==> src/rtl/spi_reg_target.sv <==
// spi_reg_target -- SPI target exposing a bank of 8-bit config (write/read-back)
// and status (read-only) registers over 16-bit frames:
//   bit15 W/nR (1 = write), bits14:8 address, bits7:0 data, MSB first.
// All four SPI modes; mode is latched when chip select falls.
//
// Optional build macro:
//   SPI_CFG_READBACK_EN  reads with A[6]=1 return config_regs[A[5:0]].
//
// Ports:
//   clk          system clock, rising edge
//   rstb         asynchronous active-low reset
//   ena          clock enable; low freezes edge detection and all state
//   mode[1:0]    {CPOL,CPHA}, synchronized
//   spi_cs_n     chip select, active-low, synchronized
//   spi_clk      SPI clock, synchronized
//   spi_mosi     serial data in, synchronized
//   spi_miso     serial data out, registered
//   config_regs  flattened config registers, reg i at [8i+7:8i]
//   status_regs  flattened status registers, same packing
module spi_reg_target #(
    parameter int unsigned NUM_CFG    = 8,
    parameter int unsigned NUM_STATUS = 8,
    parameter int unsigned REG_WIDTH  = 8
) (
    input  logic                            clk,
    input  logic                            rstb,
    input  logic                            ena,
    input  logic [1:0]                      mode,
    input  logic                            spi_cs_n,
    input  logic                            spi_clk,
    input  logic                            spi_mosi,
    output logic                            spi_miso,
    output logic [NUM_CFG*REG_WIDTH-1:0]    config_regs,
    input  logic [NUM_STATUS*REG_WIDTH-1:0] status_regs
);

    typedef enum logic [1:0] {IDLE, ADDR, DATA, DONE} state_t;

    state_t                 state, state_nxt;
    logic                   sclk_d, cs_d;
    logic [1:0]             mode_q;
    logic [4:0]             cnt;
    logic [REG_WIDTH-1:0]   rx, tx, hdr;
    logic                   ld_pend, wr_pend;
    logic [REG_WIDTH-1:0]   tx_nxt, rd_src;
    logic                   miso_nxt;

    logic rise, fall, cs_fall, samp, shft;

    assign rise    = spi_clk & ~sclk_d;
    assign fall    = ~spi_clk & sclk_d;
    // cs_d resets low so a chip select already low at reset release is not
    // mistaken for a new frame.
    assign cs_fall = cs_d & ~spi_cs_n;
    assign samp    = ena & ~spi_cs_n & (state != IDLE) &
                     ((mode_q[1] == mode_q[0]) ? rise : fall);
    assign shft    = ena & ~spi_cs_n & (state != IDLE) &
                     ((mode_q[1] == mode_q[0]) ? fall : rise);

    // State register
    always_ff @(posedge clk or negedge rstb) begin
        if (!rstb)
            state <= IDLE;
        else if (ena)
            state <= state_nxt;
    end

    // Next-state logic
    always_comb begin
        state_nxt = state;
        if (spi_cs_n) begin
            state_nxt = IDLE;
        end else begin
            unique case (state)
                IDLE: if (cs_fall)                 state_nxt = ADDR;
                ADDR: if (samp && cnt == 5'd7)     state_nxt = DATA;
                DATA: if (samp && cnt == 5'd15)    state_nxt = DONE;
                DONE: state_nxt = DONE;
                default: state_nxt = IDLE;
            endcase
        end
    end

    // Read source, selected by the latched address
    always_comb begin
        rd_src = '0;
`ifdef SPI_CFG_READBACK_EN
        if (hdr[6]) begin
            for (int unsigned i = 0; i < NUM_CFG; i++)
                if (hdr[5:0] == 6'(i))
                    rd_src = config_regs[i*REG_WIDTH +: REG_WIDTH];
        end else begin
            for (int unsigned i = 0; i < NUM_STATUS; i++)
                if (hdr[5:0] == 6'(i))
                    rd_src = status_regs[i*REG_WIDTH +: REG_WIDTH];
        end
`else
        for (int unsigned i = 0; i < NUM_STATUS; i++)
            if (hdr[6:0] == 7'(i))
                rd_src = status_regs[i*REG_WIDTH +: REG_WIDTH];
`endif
    end

    // Output logic: next tx contents and next MISO bit. Write frames load
    // zero so MISO stays low without a separate qualifier.
    always_comb begin
        tx_nxt = tx;
        if (spi_cs_n)
            tx_nxt = '0;
        else if (ld_pend)
            tx_nxt = hdr[REG_WIDTH-1] ? '0 : rd_src;
        else if (shft && cnt >= 5'd9)
            tx_nxt = {tx[REG_WIDTH-2:0], 1'b0};
        miso_nxt = (state_nxt == DATA) ? tx_nxt[REG_WIDTH-1] : 1'b0;
    end

    // Datapath
    always_ff @(posedge clk or negedge rstb) begin
        if (!rstb) begin
            sclk_d      <= 1'b0;
            cs_d        <= 1'b0;
            mode_q      <= '0;
            cnt         <= '0;
            rx          <= '0;
            tx          <= '0;
            hdr         <= '0;
            ld_pend     <= 1'b0;
            wr_pend     <= 1'b0;
            spi_miso    <= 1'b0;
            config_regs <= '0;
        end else if (ena) begin
            sclk_d   <= spi_clk;
            cs_d     <= spi_cs_n;
            tx       <= tx_nxt;
            spi_miso <= miso_nxt;
            if (cs_fall)
                mode_q <= mode;

            // A frame that completed its 16th sample edge commits even if
            // chip select rises in the same clock.
            if (wr_pend) begin
                wr_pend <= 1'b0;
                if (hdr[REG_WIDTH-1])
                    for (int unsigned i = 0; i < NUM_CFG; i++)
                        if (hdr[6:0] == 7'(i))
                            config_regs[i*REG_WIDTH +: REG_WIDTH] <= rx;
            end

            if (spi_cs_n) begin
                cnt     <= '0;
                rx      <= '0;
                hdr     <= '0;
                ld_pend <= 1'b0;
            end else begin
                ld_pend <= 1'b0;
                if (samp && cnt != 5'd16) begin
                    cnt <= cnt + 5'd1;
                    rx  <= {rx[REG_WIDTH-2:0], spi_mosi};
                    if (cnt == 5'd7) begin
                        hdr     <= {rx[REG_WIDTH-2:0], spi_mosi};
                        ld_pend <= 1'b1;
                    end
                    if (cnt == 5'd15)
                        wr_pend <= 1'b1;
                end
            end
        end
    end

endmodule

==> config.mk <==
export PLATFORM = sky130hd
export DESIGN_NAME = spi_reg_target
export DESIGN_NICKNAME = d
export VERILOG_FILES = /design/src/rtl/spi_reg_target.sv
export SDC_FILE = /design/constraint.sdc
export NUM_CORES = 1
export LEC_CHECK = 0
export ABC_CLOCK_PERIOD_IN_PS = 3200
export BUFFER_PORTS_ARGS = -buffer_cell sky130_fd_sc_hd__buf_2
export CAP_MARGIN = 30
export CORE_UTILIZATION = 52
export DETAILED_ROUTE_END_ITERATION = 10
export HOLD_SLACK_MARGIN = 0.02
export PLACE_DENSITY = 0.78
export SYNTH_ARGS = -nofsm -noshare
export SYNTH_HDL_FRONTEND = slang
export SYNTH_SLANG_ARGS = --single-unit
==> constraint.sdc <==
create_clock -name clk -period 3.2 [get_ports clk]
set_clock_uncertainty 0.15 [all_clocks]
set_input_delay 0.32 -clock clk [delete_from_list [all_inputs] [get_ports clk]]
set_output_delay 0.32 -clock clk [all_outputs]
set_load 0.03 [all_outputs]
# Word-level counts from Yosys, hierarchy flattened
# Cells that the tools add are included.
# word_totals
ff_bits,102
in_bits,72
out_inout_bits,65
elab_cells,102
# classes
addsub,1
magnitude_cmp,1
eq_ne,15
muxes,33
bitwise,10
n_reduce_logical,22
# ops
op,count
$mux 8,17
$reduce_and 4->1,8
$eq 7x3->1 const B,4
$eq 7x2->1 const B,2
$mux 5,2
$mux 1,9
$mux 2,4
$pmux 2 s4,1
$and 1x1->1,7
$eq 7x1->1 const B,1
$logic_not 7->1,1
$eq 2x2->1 const B,3
$reduce_and 2->1,3
$reduce_bool 2->1,3
$add 5x1->5 const B,1
$eq 5x3->1 const B,1
$eq 5x4->1 const B,1
$ge 5x4->1 const B,1
$ne 5x5->1 const B,1
$logic_and 1x1->1,4
$not 1->1,3
$reduce_and 3->1,1
$reduce_bool 3->1,1
$eq 2x1->1 const B,1
2 further kinds,2

# Longest topological paths before layout
# Gate-level depths: netlist of run 1.
# depth
ltp_word,13
ltp_mapped,8
ltp_nobuf,7

# Worst setup path before layout of run 1
# No wires, ideal clock.
# synth_timing
path_kind,flip-flop to flip-flop
startpoint,register hdr[5]
endpoint,register config_regs[56]
arrival_time_ps,2139
required_ps,2925
slack_ps,786
stages_incl_launch_ff,8
n_path_buf,3
period_less_slack_ps,2414
path_cell_list,dfrtp_1 > or4_4 > buf_6 > or3_4 > buf_6 > or2_1 > buf_6 > mux2_4
# synth_via
elab_chain_cells,2
# synth_lines
item,line_no,source
start: declaration,43,"logic [REG_WIDTH-1:0] rx, tx, hdr;"
start signal: assignment,160,"hdr <= {rx[REG_WIDTH-2:0], spi_mosi};"
$eq 7x3->1,145,if (hdr[6:0] == 7'(i))
$reduce_and 4->1 (no source line),-,
end signal: indexed assignment,146,config_regs[i*REG_WIDTH +: REG_WIDTH] <= rx;
end: declaration,33,"output logic [NUM_CFG*REG_WIDTH-1:0] config_regs,"
# Every way passes these cells.
# A chain may end at the register's enable or synchronous reset.

# Worst setup path in the final report of run 1
# layout_timing
startpoint,register hdr[5]
endpoint,register config_regs[50]
# Same word-level chain as after synthesis.

==> results.txt, run 1 <==
----------------------------------------------------
[Clock network]
  Maximum level of the CTS H-tree ... 3
  Total of cells resized after clock tree synthesis ... 0
  Number of buffers created by CTS ... 9
  Number of buffers inserted by hold repair at cts ... 3
  Clock Pin Slew Worst Setup and Hold Paths ... 0.11 ns
  Clk sink count ... 102
  Number of setup buffers added after CTS ... 0
  Clock latency reported for the late side of the worst-skew pair ... 0.37 ns
  Clk root buf ... sky130_fd_sc_hd__clkbuf_8
  Clock tree buffer depth ... 2
  Clock tree from TritonCTS ... done

[Global routing]
  First-pass GRT wire length ... 18870 um
  Initial antenna violation count ... 0
  Maximum number of pins on one net before global-route repair ... 68
  Total routing resource utilization after global routing ... 25.10%
  Total congestion overflow after global routing ... 0
  Number of global-route vias before repair ... 3706

[Layout]
  Final core utilization ... about two thirds
  Number of standard cells in the layout, taps in and fillers out ... 630
  Number of inserted diodes ... 0
  Number of fill cells in the layout ... 709
  Post-route cell area ... 5868 um2
  Number of nets in the layout ... 593
  Layout cells sized above 1 ... about half
  Area growth syn-to-layout ... 20.75%
  Area occupied by multi-input gates ... roughly 2100 um2
  Area taken by flip-flops and latches ... 2552 um2

[Floorplanning]
  Placeable core region ... a little under 9000 um2
  Height of the chip ... a little under 100 um
  Die area ... 9736 um2
  Number of top-level pins ... 137
  Std cell rows ... 34
  Starting density of the core ... a little over half
  Die X ... 98.67 um

[Place]
  DP HPWL ... 8375 um
  Place WS ... 0.6211 ns
  Inst Count DP ... just over 600
  Cell area reported after detailed placement ... 5627 um2
  Port Buffers ... roughly 140
  Placer's final routability congestion estimate ... 0.8606

[Yosys]
  Synthesized flop and latch total ... just over 100
  Post-Synthesis Mean Instance Area ... 12.66 um2
  Instance count of the mapped netlist ... about 380
  Count of yosys warnings during synthesis ... 0
  Share of flip-flops with an asynchronous set or reset ... 100.0%
  Most instantiated flip-flop cell in the synthesis netlist ... sky130_fd_sc_hd__dfrtp_1
  EDFF count, synth ... 0
  Cell area after synthesis ... about 4900 um2
  Part of the Yosys area used for sequential elements ... 52.52%
  Nets in the synthesized netlist ... 460
  Number of unique standard cell types used by synthesis ... 59

[Outcome]
  Run status ... complete, no violations

[Power and ir drop]
  Peak supply drop ... approximately 0.24 mV
  Power per standard cell area ... 399.2 nW/um2
  Overall power consumption ... 2.343 mW
  Leak pwr ... 3.130 nW

[Setup path]
  Critical path start-end classification ... register to register
  Critical path data required time ... 3.30 ns
  Top fanout value on the critical path ... 9
  Worst path arrival time ... 2.67 ns
  Type of element launching the critical path ... register
  Kind of end point of the critical path ... register

[Routing]
  Number of vias per cell ... 5.859
  DRT antenna net count ... 0
  Total number of vias ... 3691
  Routed wire length ... 11640 um
  Count of routing violations after the opening detailed-route iteration ... 266
  Routed wire per std cell ... ~18 um
  Total iterations of the first detailed-routing run ... 4
  Count of unresolved DRC violations after routing ... 0

[Timing]
  Slew Limit Fails ... 0
  Fmax ... a little under 400 MHz
  Unrepaired setup endpoints after global routing ... no
  Relative max-transition margin ... 53.70%
  Crit path setup slack, layout ... 0.6320 ns
  Final worst hold slack ... 0.05002 ns
  Transition at the pin with the smallest max-transition slack ... slightly below 0.7 ns
  Final Cycle Share ... 80.25%
  Hold violation total from the final report ... 0
  Time the worst path needs with I/O delays and setup ... between 2 and 3 ns
  Accumulated negative setup slack ... 0 ns
  Setup violators final ... 0

[Run]
  # Max-Cap Violations ... 0

[Min path]
  Path class of the lowest-slack min-delay path ... input pin to register

----------------------------------------------------
registers in the layout, indices dropped and copies added, names as in the netlist:
register	cells
tx	8
sclk_d	1
hdr	8
spi_miso	1
config_regs	64
state	2
wr_pend	1
mode_q	2
ld_pend	1
rx	8
cnt	5
cs_d	1
power breakdown:
group / internal, mW / switching [mW] / total, mW
sequential: 1.30 / 0.0149 / 1.32
combinational: 0.0835 / 0.0936 / 0.177
clock: 0.381 / 0.469 / 0.850
total: 1.77 / 0.577 / 2.34
synth_stat cells, drive strengths merged (8+ instances only):
cell type | number | area [um2]
a22o | 22 | 193.9
buf | 13 | 81.33
clkbuf | 14 | 62.56
dfrtp | 102 | 2552
inv | 10 | 37.54
mux2 | 76 | 885.9
mux2i | 8 | 80.08
nand2 | 14 | 52.55
nand2b | 8 | 50.05
nor2 | 16 | 62.56
nor3 | 9 | 50.05
o21ai | 12 | 60.05
path summary, 6_finish.rpt:
kind	startpoint	endpoint	slack (ns)	cells past startpoint
min in group asynchronous	rstb	state[0]	0.22	2
max reg2reg	hdr[5]	config_regs[50]	0.63	4
min	spi_clk	sclk_d	0.05	2
max in group asynchronous	rstb	config_regs[44]	2.07	3
min reg2reg	tx[7]	tx[7]	0.36	1
max	hdr[5]	config_regs[50]	0.63	4
cell type report:
type	instances	share of cell area, %
Clock buffer	9	2.111
Tap cell	108	2.303
Clock inverter	7	1.493
Multi-Input combinational cell	245	36.23
Timing Repair Buffer	149	13.73
Sequential cell	102	43.50
Inverter	10	0.6397
critical path, stage by stage, from the launching register on:
cell and delay [ns]:
sky130_fd_sc_hd__dfrtp_1 0.40, sky130_fd_sc_hd__or4_4 0.61, sky130_fd_sc_hd__or2_2 0.37, sky130_fd_sc_hd__nor3_2 0.52, sky130_fd_sc_hd__mux2_2 0.41
logic make-up after synthesis:
logic type               after synthesis  share of synthesized area, %
buffers and inverters                 37                         3.733
AO/OA/AOI/OAI                         83                         13.36
multiplexers                          86                         20.80
adder cells (fa/ha/maj)                4                         1.030
XOR/XNOR                               1                        0.1803
flip-flops                           102                         52.52
AND/OR/NAND/NOR                       71                         8.368
cell usage in the layout (no fill, tap or decap), types with 6 or more instances in the layout:
cell / instances
sky130_fd_sc_hd__mux2_4: 8
sky130_fd_sc_hd__nand2b_1: 8
sky130_fd_sc_hd__mux2_2: 68
sky130_fd_sc_hd__a22o_1: 21
sky130_fd_sc_hd__a31oi_1: 6
sky130_fd_sc_hd__o21ai_0: 11
sky130_fd_sc_hd__inv_1: 10
sky130_fd_sc_hd__nor3_1: 8
sky130_fd_sc_hd__clkbuf_8: 9
sky130_fd_sc_hd__nand2_1: 14
sky130_fd_sc_hd__buf_4: 9
sky130_fd_sc_hd__buf_2: 136
sky130_fd_sc_hd__dfrtp_1: 102
sky130_fd_sc_hd__nor2_1: 15
sky130_fd_sc_hd__mux2i_1: 8
per-layer routing:
metal	part of all wire, %	vias to the layer above	wire (um)	GRT usage, %
met5	0	-	0	0
met4	0.84	0	98	7.118
met1	44	1822	5065	32.60
li1	-	1697	-	-
met3	8.5	8	991	7.872
met2	47	164	5486	40.85
(Power assumes the default switching activity.)
==> run 2: changes to the inputs <==
Settings changed: ABC_AREA from default to 1, ABC_CLOCK_PERIOD_IN_PS 3200 to 2500.
Clock period 3.2 ns to 2.5 ns, I/O delays scaled along.
==> run 2 against run 1 <==
Net effect: utilization decreased by 0.061 points; synthesized cell count increased by 48%; setup slack got worse by 0.42 ns; wire length increased by 5.3%; critical path type is now input pin to register; largest cell class unchanged; largest power group unchanged.
==> results.txt, run 2 <==
----------------------------------------------------
[Outcome]
  Run status ... complete, no violations (unchanged)

[Place]
  Place WS ... 0.2359 ns (was 0.6211 ns)
  Port Buffers ... 136 (unchanged)
  Inst Count DP ... 799 (was 611)
  DP HPWL ... 8876 um (was 8375 um)
  Cell area reported after detailed placement ... 5469 um2 (was 5627 um2)
  Placer's final routability congestion estimate ... 0.9109 (was 0.8606)

[Yosys]
  Instance count of the mapped netlist ... 569 (was 384)
  Post-Synthesis Mean Instance Area ... 8.217 um2 (was 12.66 um2)
  Share of the synthesized area in the top cell type ... 54.59% (was 52.52%)
  Most instantiated flip-flop cell in the synthesis netlist ... sky130_fd_sc_hd__dfrtp_1 (unchanged)
  Cell area after synthesis ... 4676 um2 (was 4860 um2)
  Synth area leader ... sky130_fd_sc_hd__dfrtp_1 (unchanged)
  Nets in the synthesized netlist ... 645 (was 460)
  Number of unique standard cell types used by synthesis ... 25 (was 59)
  Share of flip-flops with an asynchronous set or reset ... 100.0% (unchanged)
  Most common library cells after synthesis ... sky130_fd_sc_hd__nand2_1 (156), sky130_fd_sc_hd__dfrtp_1 (102), sky130_fd_sc_hd__o21ai_0 (80) (was sky130_fd_sc_hd__dfrtp_1 (102), sky130_fd_sc_hd__mux2_2 (68), sky130_fd_sc_hd__a22o_1 (21))
  Cell types occupying the most area after synthesis ... sky130_fd_sc_hd__dfrtp_1 (55%), sky130_fd_sc_hd__nand2_1 (13%), sky130_fd_sc_hd__o21ai_0 (8.6%), sky130_fd_sc_hd__nand3_1 (6.0%), sky130_fd_sc_hd__inv_1 (4.7%) (was sky130_fd_sc_hd__dfrtp_1 (53%), sky130_fd_sc_hd__mux2_2 (16%), sky130_fd_sc_hd__a22o_1 (3.8%), sky130_fd_sc_hd__mux2_4 (2.5%), sky130_fd_sc_hd__mux2i_1 (1.6%))
  Synthesized flop and latch total ... 102 (unchanged)
  Count of yosys warnings during synthesis ... 0 (unchanged)
  EDFF count, synth ... 0 (unchanged)
  Part of the Yosys area used for sequential elements ... 54.59% (was 52.52%)
  Most used standard cell by instance count after synthesis ... sky130_fd_sc_hd__nand2_1 (was sky130_fd_sc_hd__dfrtp_1)

[Setup path]
  Critical path data required time ... 2.64 ns (was 3.30 ns)
  Top fanout value on the critical path ... 11 (was 9)
  Critical Path End ... cnt[2] (was config_regs[50])
  Start of the worst register-to-register path ... hdr[0] (was hdr[5])
  R2R Path End ... config_regs[5] (was config_regs[50])
  Worst path arrival time ... 2.43 ns (was 2.67 ns)
  FF-to-FF path depth ... 5 (was 4)
  Setup crit start ... spi_cs_n (was hdr[5])
  Critical path start-end classification ... input pin to register (was register to register)
  Type of element launching the critical path ... input pin (was register)
  Minimum setup slack among reg-to-reg paths ... 0.28 ns (was 0.63 ns)
  Kind of end point of the critical path ... register (unchanged)

[Layout]
  Commonest non-fill, non-tap cell in the layout ... sky130_fd_sc_hd__nand2_1 (was sky130_fd_sc_hd__buf_2)
  Most flop-heavy register ... config_regs (unchanged)
  Number of fill cells in the layout ... 726 (was 709)
  Number of nets in the layout ... 785 (was 593)
  Area taken by flip-flops and latches ... 2552 um2 (unchanged)
  Area growth syn-to-layout ... 22.99% (was 20.75%)
  Commonest non-fill, non-tap cells in the layout ... sky130_fd_sc_hd__nand2_1 (155), sky130_fd_sc_hd__buf_2 (135), sky130_fd_sc_hd__dfrtp_1 (102), sky130_fd_sc_hd__o21ai_0 (80) (was sky130_fd_sc_hd__buf_2 (136), sky130_fd_sc_hd__dfrtp_1 (102), sky130_fd_sc_hd__mux2_2 (68), sky130_fd_sc_hd__a22o_1 (21), sky130_fd_sc_hd__nor2_1 (15))
  Number of inserted diodes ... 0 (unchanged)
  Post-route cell area ... 5751 um2 (was 5868 um2)
  Area occupied by multi-input gates ... 1814 um2 (was 2126 um2)
  Largest register FFs ... 64 (unchanged)
  Layout cells sized above 1 ... 24.09% (was 48.66%)
  Number of standard cells in the layout, taps in and fillers out ... 822 (was 630)

[Routing]
  Routed wire per std cell ... 14.91 um (was 18.48 um)
  Number of vias per cell ... 5.372 (was 5.859)
  DRT antenna net count ... 0 (unchanged)
  Routed wire length ... 12260 um (was 11640 um)
  Count of routing violations after the opening detailed-route iteration ... 276 (was 266)
  Total iterations of the first detailed-routing run ... 5 (was 4)
  Total number of vias ... 4416 (was 3691)
  Count of unresolved DRC violations after routing ... 0 (unchanged)

[Timing]
  Setup violators final ... 0 (unchanged)
  Final worst hold slack ... 0.05980 ns (was 0.05002 ns)
  Final Cycle Share ... between 90% and 100%
  Accumulated negative setup slack ... 0 ns (unchanged)
  Slew Limit Fails ... 0 (unchanged)
  Relative max-transition margin ... 59.25% (was 53.70%)
  Fmax ... 436.3 MHz
  Crit path setup slack, layout ... 0.2080 ns (was 0.6320 ns)
  Transition at the pin with the smallest max-transition slack ... 0.6090 ns (was 0.6904 ns)
  Hold violation total from the final report ... 0 (unchanged)
  Time the worst path needs with I/O delays and setup ... 2.292 ns
  Unrepaired setup endpoints after global routing ... no (unchanged)

[Clock network]
  Clock Pin Slew Worst Setup and Hold Paths ... 0.10 ns (was 0.11 ns)
  Number of buffers created by CTS ... 9 (unchanged)
  Clk sink count ... 102 (unchanged)
  Clk root buf ... sky130_fd_sc_hd__clkbuf_8 (unchanged)
  Clock tree buffer depth ... 2 (unchanged)
  Clock tree from TritonCTS ... done (unchanged)
  Maximum level of the CTS H-tree ... 3 (unchanged)
  Clock latency reported for the late side of the worst-skew pair ... 0.37 ns (about the same)

[Floorplanning]
  Die area ... 9375 um2 (was 9736 um2)
  Placeable core region ... 8721 um2 (was 8891 um2)
  Std cell rows ... 34 (unchanged)
  Number of top-level pins ... 137 (unchanged)
  Die X ... 96.83 um (was 98.67 um)
  Starting density of the core ... 53.62% (was 54.66%)
  Height of the chip ... 96.83 um (was 98.67 um)

[Global routing]
  Number of global-route vias before repair ... 4215 (was 3706)
  Total routing resource utilization after global routing ... 27.17% (was 25.10%)
  First-pass GRT wire length ... 20200 um (was 18870 um)
  Total congestion overflow after global routing ... 0 (unchanged)
  Initial antenna violation count ... 0 (unchanged)
  Maximum number of pins on one net before global-route repair ... 47 (was 68)

[Run]
  # Max-Cap Violations ... 0 (unchanged)

[Min path]
  Origin of the worst min-delay path ... ena (was spi_clk)
  Path class of the lowest-slack min-delay path ... input pin to register (unchanged)

[Power and ir drop]
  Leak pwr ... 3.032 nW (was 3.130 nW)
  Peak supply drop ... 0.2650 mV (was 0.2416 mV)
  Power per standard cell area ... 521.5 nW/um2 (was 399.2 nW/um2)

----------------------------------------------------
==> run 2: worst min path at each step <==
stage | to | cells past startpoint
3_3_place_gp | tx[4] | 1
5_1_grt | sclk_d | 2
6_report | sclk_d | 3
3_5_place_dp | tx[3] | 1
4_1_cts | sclk_d | 3
2_1_floorplan | cnt[0] | 0
==> run 2: repair_timing <==
action / 4_1_cts / 5_1_grt
setup buffers: 0 / 2
endpoints found under the setup margin: 0 / 25
resized for setup: 0 / 4
hold buffers: 5 / 0
endpoints found under the hold margin: 47 / 0
==> run 2: metrics by stage <==
step                      utilization, %  power, mW
after floorplan                        -      1.845
after global placement             62.71      1.973
after detailed placement           62.71      1.982
after CTS                          65.70      3.026
after global routing               65.94      3.110
final                              65.94      2.999
==> run 2: cell type report <==
class / instances / area share, %
sequential: 102 / 44.39
clock inverter: 7 / 1.501
multi-input combinational: 386 / 31.55
inverter: 60 / 3.916
clock buffer: 9 / 2.154
tap: 108 / 2.350
timing repair buffer: 150 / 14.14
==> run 2: cell families (layout without fill, tap and decap cells) <==
logic type / count (synthesis) / count (layout) / share of synthesized area [%]
buffers and inverters: 81 / 226 / 6.743
AOI/OAI and AO/OA: 119 / 119 / 13.75
xor gates and xnor gates: 1 / 1 / 0.1874
and+or+nand+nor: 262 / 262 / 23.66
adders and majority gates: 4 / 4 / 1.070
DFF: 102 / 102 / 54.59
==> run 2: layer usage <==
metal | GRT usage, % | share of wire, % | vias to the layer above
met2 | 42.36 | 46 | 185
li1 | - | - | 2148
met5 | 0 | 0 | -
met3 | 4.480 | 6.6 | 27
met4 | 12.86 | 2.9 | 0
met1 | 37.33 | 44 | 2056
==> run 2: worst max-delay path, stage by stage <==
cell and delay (ns):
sky130_fd_sc_hd__dlygate4sd3_1 0.54, sky130_fd_sc_hd__buf_2 0.15, sky130_fd_sc_hd__inv_1 0.18, sky130_fd_sc_hd__nand2_1 0.14, sky130_fd_sc_hd__nor2_1 0.15, sky130_fd_sc_hd__nand3_1 0.13, sky130_fd_sc_hd__inv_1 0.14, sky130_fd_sc_hd__nand2_2 0.15
sky130_fd_sc_hd__nand2_1 0.09, sky130_fd_sc_hd__nand2_1 0.12, sky130_fd_sc_hd__inv_2 0.19, sky130_fd_sc_hd__nand2_1 0.07, sky130_fd_sc_hd__a21oi_1 0.13
==> run 2: power breakdown <==
part / internal (mW) / switching, mW
clock network: 0.408 / 0.635
registers: 1.67 / 0.0210
logic: 0.100 / 0.161
